### config.mk
export PLATFORM = sky130hd
export DESIGN_NAME = sigmoid_alu_multiplier
export DESIGN_NICKNAME = d
export VERILOG_FILES = /design/src/rtl/sigmoid_alu_multiplier.sv
export SDC_FILE = /design/constraint.sdc
export NUM_CORES = 1
export LEC_CHECK = 0
export CAP_MARGIN = 0
export CORE_MARGIN = 2
export CORE_UTILIZATION = 39
export DETAILED_ROUTE_END_ITERATION = 6
export HOLD_SLACK_MARGIN = 0.03
export PLACE_DENSITY = 0.74
export SYNTH_ARGS = -nofsm -noshare
export SYNTH_HDL_FRONTEND = slang
export SYNTH_SLANG_ARGS = --single-unit
### constraint.sdc
create_clock -name clk -period 6.39 [get_ports clk]
set_input_delay 1.5975 -clock clk [delete_from_list [all_inputs] [get_ports clk]]
set_output_delay 1.5975 -clock clk [all_outputs]
set_load 0.02 [all_outputs]
### src/rtl/sigmoid_alu_multiplier.sv
// rtl/sigmoid_alu_multiplier.sv - signed-by-unsigned 4x4 shift-and-add multiplier with registered copy
module sigmoid_alu_multiplier (
    input  logic       clk,
    input  logic       rst,
    input  logic [3:0] signval,
    input  logic [3:0] unsignval,
    input  logic       in_valid,
    output logic [7:0] out,
    output logic [7:0] out_q,
    output logic       out_valid
);

    logic [7:0] sext;
    logic [7:0] pp;
    logic [7:0] acc;
    logic [7:0] sum;
    logic       carry;
    logic [7:0] out_q_d;
    logic       out_valid_d;

    // Each partial product is folded into the running sum by an 8-bit
    // full-adder ripple chain; carry past bit 7 is dropped since the
    // sign-extended operands already make the 8-bit result exact.
    always_comb begin
        sext  = {{4{signval[3]}}, signval};
        acc   = 8'h00;
        sum   = 8'h00;
        pp    = 8'h00;
        carry = 1'b0;
        for (int k = 0; k < 4; k++) begin
            pp    = unsignval[k] ? (sext << k) : 8'h00;
            carry = 1'b0;
            for (int b = 0; b < 8; b++) begin
                sum[b] = acc[b] ^ pp[b] ^ carry;
                carry  = (acc[b] & pp[b]) | (acc[b] & carry) | (pp[b] & carry);
            end
            acc = sum;
        end
    end

    assign out = acc;

    always_comb begin
        out_q_d     = out_q;
        out_valid_d = 1'b0;
        if (in_valid) begin
            out_q_d     = out;
            out_valid_d = 1'b1;
        end
    end

    always_ff @(posedge clk) begin
        if (rst) begin
            out_q     <= 8'h00;
            out_valid <= 1'b0;
        end else begin
            out_q     <= out_q_d;
            out_valid <= out_valid_d;
        end
    end

endmodule

==> qor.csv <==
stage;metric;value;unit
run_status;status;finished, violations left;
run_status;violations;negative setup slack;
grt;grt.total_usage;0.185;
synthesis;async_flop_share;0;
synthesis;yosysMostFrequentCell;inv_1;
setup_path;start_kind;input pin;
synthesis;synth_edf_count;0;
grt;overflow;0;
power;internal_power;173;µW
placement;pre_cts_ws;-1410;ps
sta;worst_slack;-428;ps
synthesis;yosysTopAreaCell;fa_1;
clock_network;cts.clk_slew.worst_paths;60;ps
synthesis;synth-main-ff-cell;dfxtp_1;
routing;drt_iter0_markers;14;
synthesis;synth_nets;106;
flow_run;drv_cap;0;
power;total_power;277;µW
setup_path;worstPathArrival;5220;ps
power;p_leak;0.000591;µW
sta;skew;0;ps
finish;n_antenna_cell;0;
die;ioPinCount;28;
sta;report.final.slew_viol_count;0;
routing;vias_per_cell;4.48;
synthesis;synth_top_area_share;0.309;
clock_network;cts_tree;built;
synthesis;yosys-top-cells-area;fa_1 31%, dfxtp_1 23%, and2_1 8.0%;
grt;grt_pass1_wl;3280;µm
grt;grt_start_max_net_pins;13;
min_path;hold_start;out_q[4]$_SDFFE_PP0P_;
clock_network;cts_sinks;9;
min_path;hold_end;out_q[4]$_SDFFE_PP0P_;
finish;fillers;160;
synthesis;ys_seq_area_frac;0.232;
sta;finalHoldViolCount;0;
die;rows;16;
placement;dp_hpwl;1480;µm
clock_network;cts.path.max_buffers;2;
sta;finalCriticalPeriod;6820;ps
clock_network;cts_hold_buf;0;
sta;slew_headroom;0.660;
grt;grt_pass1_vias;745;
synthesis;synth_area;778;µm²
sta;grt_setup_unrepaired;true;
clock_network;insertion_delay;260;ps
clock_network;cts-root-buf;clkbuf_4;
synthesis;ys_seq_elements;9;
power;ir_drop;0.000146;V
synthesis;ys_top_cells_by_count;16 x inv_1, 12 x fa_1, 10 x and2_1;
synthesis;synth.distinct_cells;17;
setup_path;crit_path_end_kind;primary output;
power;combPwrFrac;0.600;
placement;gp_congestion;0.711;
clock_network;cts-htree-levels;1;
power;p_sw;104;µW
finish;layout-drive-gt1-share;0.381;
power;seqPwrFrac;0.238;
power;clockPowerShare;0.162;
setup_path;worstPathMaxFanout;3;
die;die_area;2370;µm²
routing;wire_per_inst;12.1;µm
routing;drt_first_pass_iters;4;
setup_path;reg2reg_from;out_q[7]$_SDFFE_PP0P_;
power;switching_share;0.376;
die;start_util;0.405;
synthesis;yosysWarnings;0;
grt;antenna_found_initial;0;
synthesis;avgSynthCellArea;9.73;µm²
synthesis;synthCells;80;
die;die_y;48.7;µm
power;p_per_area;216;nW/µm²
sta;setup_viol;2;
setup_path;reg2reg_to;out_q[7]$_SDFFE_PP0P_;
routing;drc;0;
setup_path;reg2reg_depth;2;
setup_path;r2r_setup_slack;5640;ps
finish;nets;153;
routing;routed_wirelength;1850;µm
setup_path;path_class;input pin to primary output;
routing;num_vias;686;
sta;finalCritPeriodShare;1.07;
clock_network;cts_made_buffers;3;
min_path;hold_path_depth;2;
die;die_x;48.7;µm
routing;antenna_left;0;
die;core_area;1920;µm²
sta;fmax;0.147;GHz
placement;io_buffers;27;
min_path;hold_path_class;flip-flop to flip-flop;
finish;synthToLayoutAreaGrowth;65.0;%
setup_path;required;4790;ps
sta;worst_pin_slew;508;ps
-- cell type report --
type | count | area (µm²) | share of cell area
repair buffers | 44 | 403 | 0.314
well taps | 27 | 33.8 | 0.0263
flip-flops and latches | 9 | 180 | 0.140
inverters | 16 | 60.1 | 0.0468
multi-input cells | 53 | 581 | 0.452
clock buffers | 4 | 26.3 | 0.0205
-- layer usage --
metal | vias up | GRT usage | part of all wire
met5 | - | 0 | 0
met4 | 0 | 0.0619 | 0.021
met3 | 4 | 0.0710 | 0.049
met2 | 21 | 0.354 | 0.55
met1 | 328 | 0.178 | 0.38
li1 | 333 | - | -
-- registers in the layout, summed over array words and instances (netlist names) --
register / cells
out_q: 8
out_valid: 1
-- repair_timing --
item,in CTS,in global routing
pin swaps,14,0
resized for setup,42,2
endpoints found under the hold margin,0,0
setup endpoints to repair,4,4
setup buffers,3,1
-- metrics by stage --
| stage | hold WS, ps | std cells | TNS (ps) | instance area (µm²) | utilization |
|---|---|---|---|---|---|
| 2_1_floorplan | 551 | 80 | -331 | 823 | - |
| 3_3_place_gp | 468 | 145 | -3650 | 1220 | 0.633 |
| 3_5_place_dp | 473 | 145 | -3880 | 1220 | 0.633 |
| 4_1_cts | 482 | 152 | -650 | 1280 | 0.666 |
| 5_1_grt | 506 | 153 | -846 | 1280 | 0.668 |
| 6_report | 480 | 153 | -658 | 1280 | 0.668 |
-- cell families after synthesis --
logic type,synth area share
simple gates,0.172
buf+inv,0.0868
fa+ha+maj,0.357
flops,0.232
compound gates,0.0498
mux,0.0514
xor+xnor,0.0514
-- power groups by stage --
| stage | Clock, µW | Sequential, µW | Combinational (µW) |
|---|---|---|---|
| floorplan | 0 | 74.8 | 81.5 |
| global placement | 0 | 66.7 | 158 |
| detailed placement | 0 | 67.2 | 161 |
| CTS | 45.7 | 65.9 | 167 |
| global route | 51.0 | 66.7 | 181 |
| finish | 44.8 | 65.9 | 166 |
-- cells in the final DEF (no fill, tap or decap) --
| cell type | instances |
|---|---|
| or4b_1 | 1 |
| dlymetal6s2s_1 | 1 |
| clkdlybuf4s50_1 | 17 |
| and2_4 | 3 |
| a211oi_1 | 3 |
| dlygate4sd2_1 | 1 |
| nor2b_2 | 1 |
| xnor2_1 | 1 |
| and2_1 | 7 |
| buf_6 | 4 |
| clkbuf_4 | 3 |
| nand2_1 | 5 |
| clkbuf_1 | 1 |
| o311ai_1 | 1 |
| xor2_2 | 1 |
| nor2_1 | 8 |
| buf_4 | 18 |
| fa_2 | 8 |
| inv_2 | 5 |
| ha_1 | 2 |
| o211ai_1 | 1 |
| fa_1 | 4 |
| inv_1 | 11 |
| dfxtp_1 | 9 |
| ha_4 | 1 |
| nand2_2 | 1 |
| clkdlybuf4s15_2 | 1 |
| buf_2 | 1 |
| mux2i_1 | 4 |
| xnor3_1 | 1 |
| buf_8 | 1 |
-- worst max-delay path: stages --
cell,delay (ps)
buf_6,90
and2_4,150
ha_4,150
fa_2,340
inv_2,60
fa_2,420
inv_2,80
fa_2,200
inv_2,40
fa_2,330
fa_2,440
fa_2,400
fa_2,330
xnor3_1,230
xor2_2,190
buf_4,160
-- how the worst max path moves through the flow --
stage | start | end | slack (ps)
global placement | signval[1] | out[7] | -1340
floorplan | unsignval[1] | out[7] | -300
global route | signval[1] | out[7] | -540
finish | signval[1] | out[7] | -430
CTS | signval[1] | out[7] | -430
detailed placement | unsignval[0] | out[7] | -1410
Note: power is estimated with default switching activity, not from simulation.
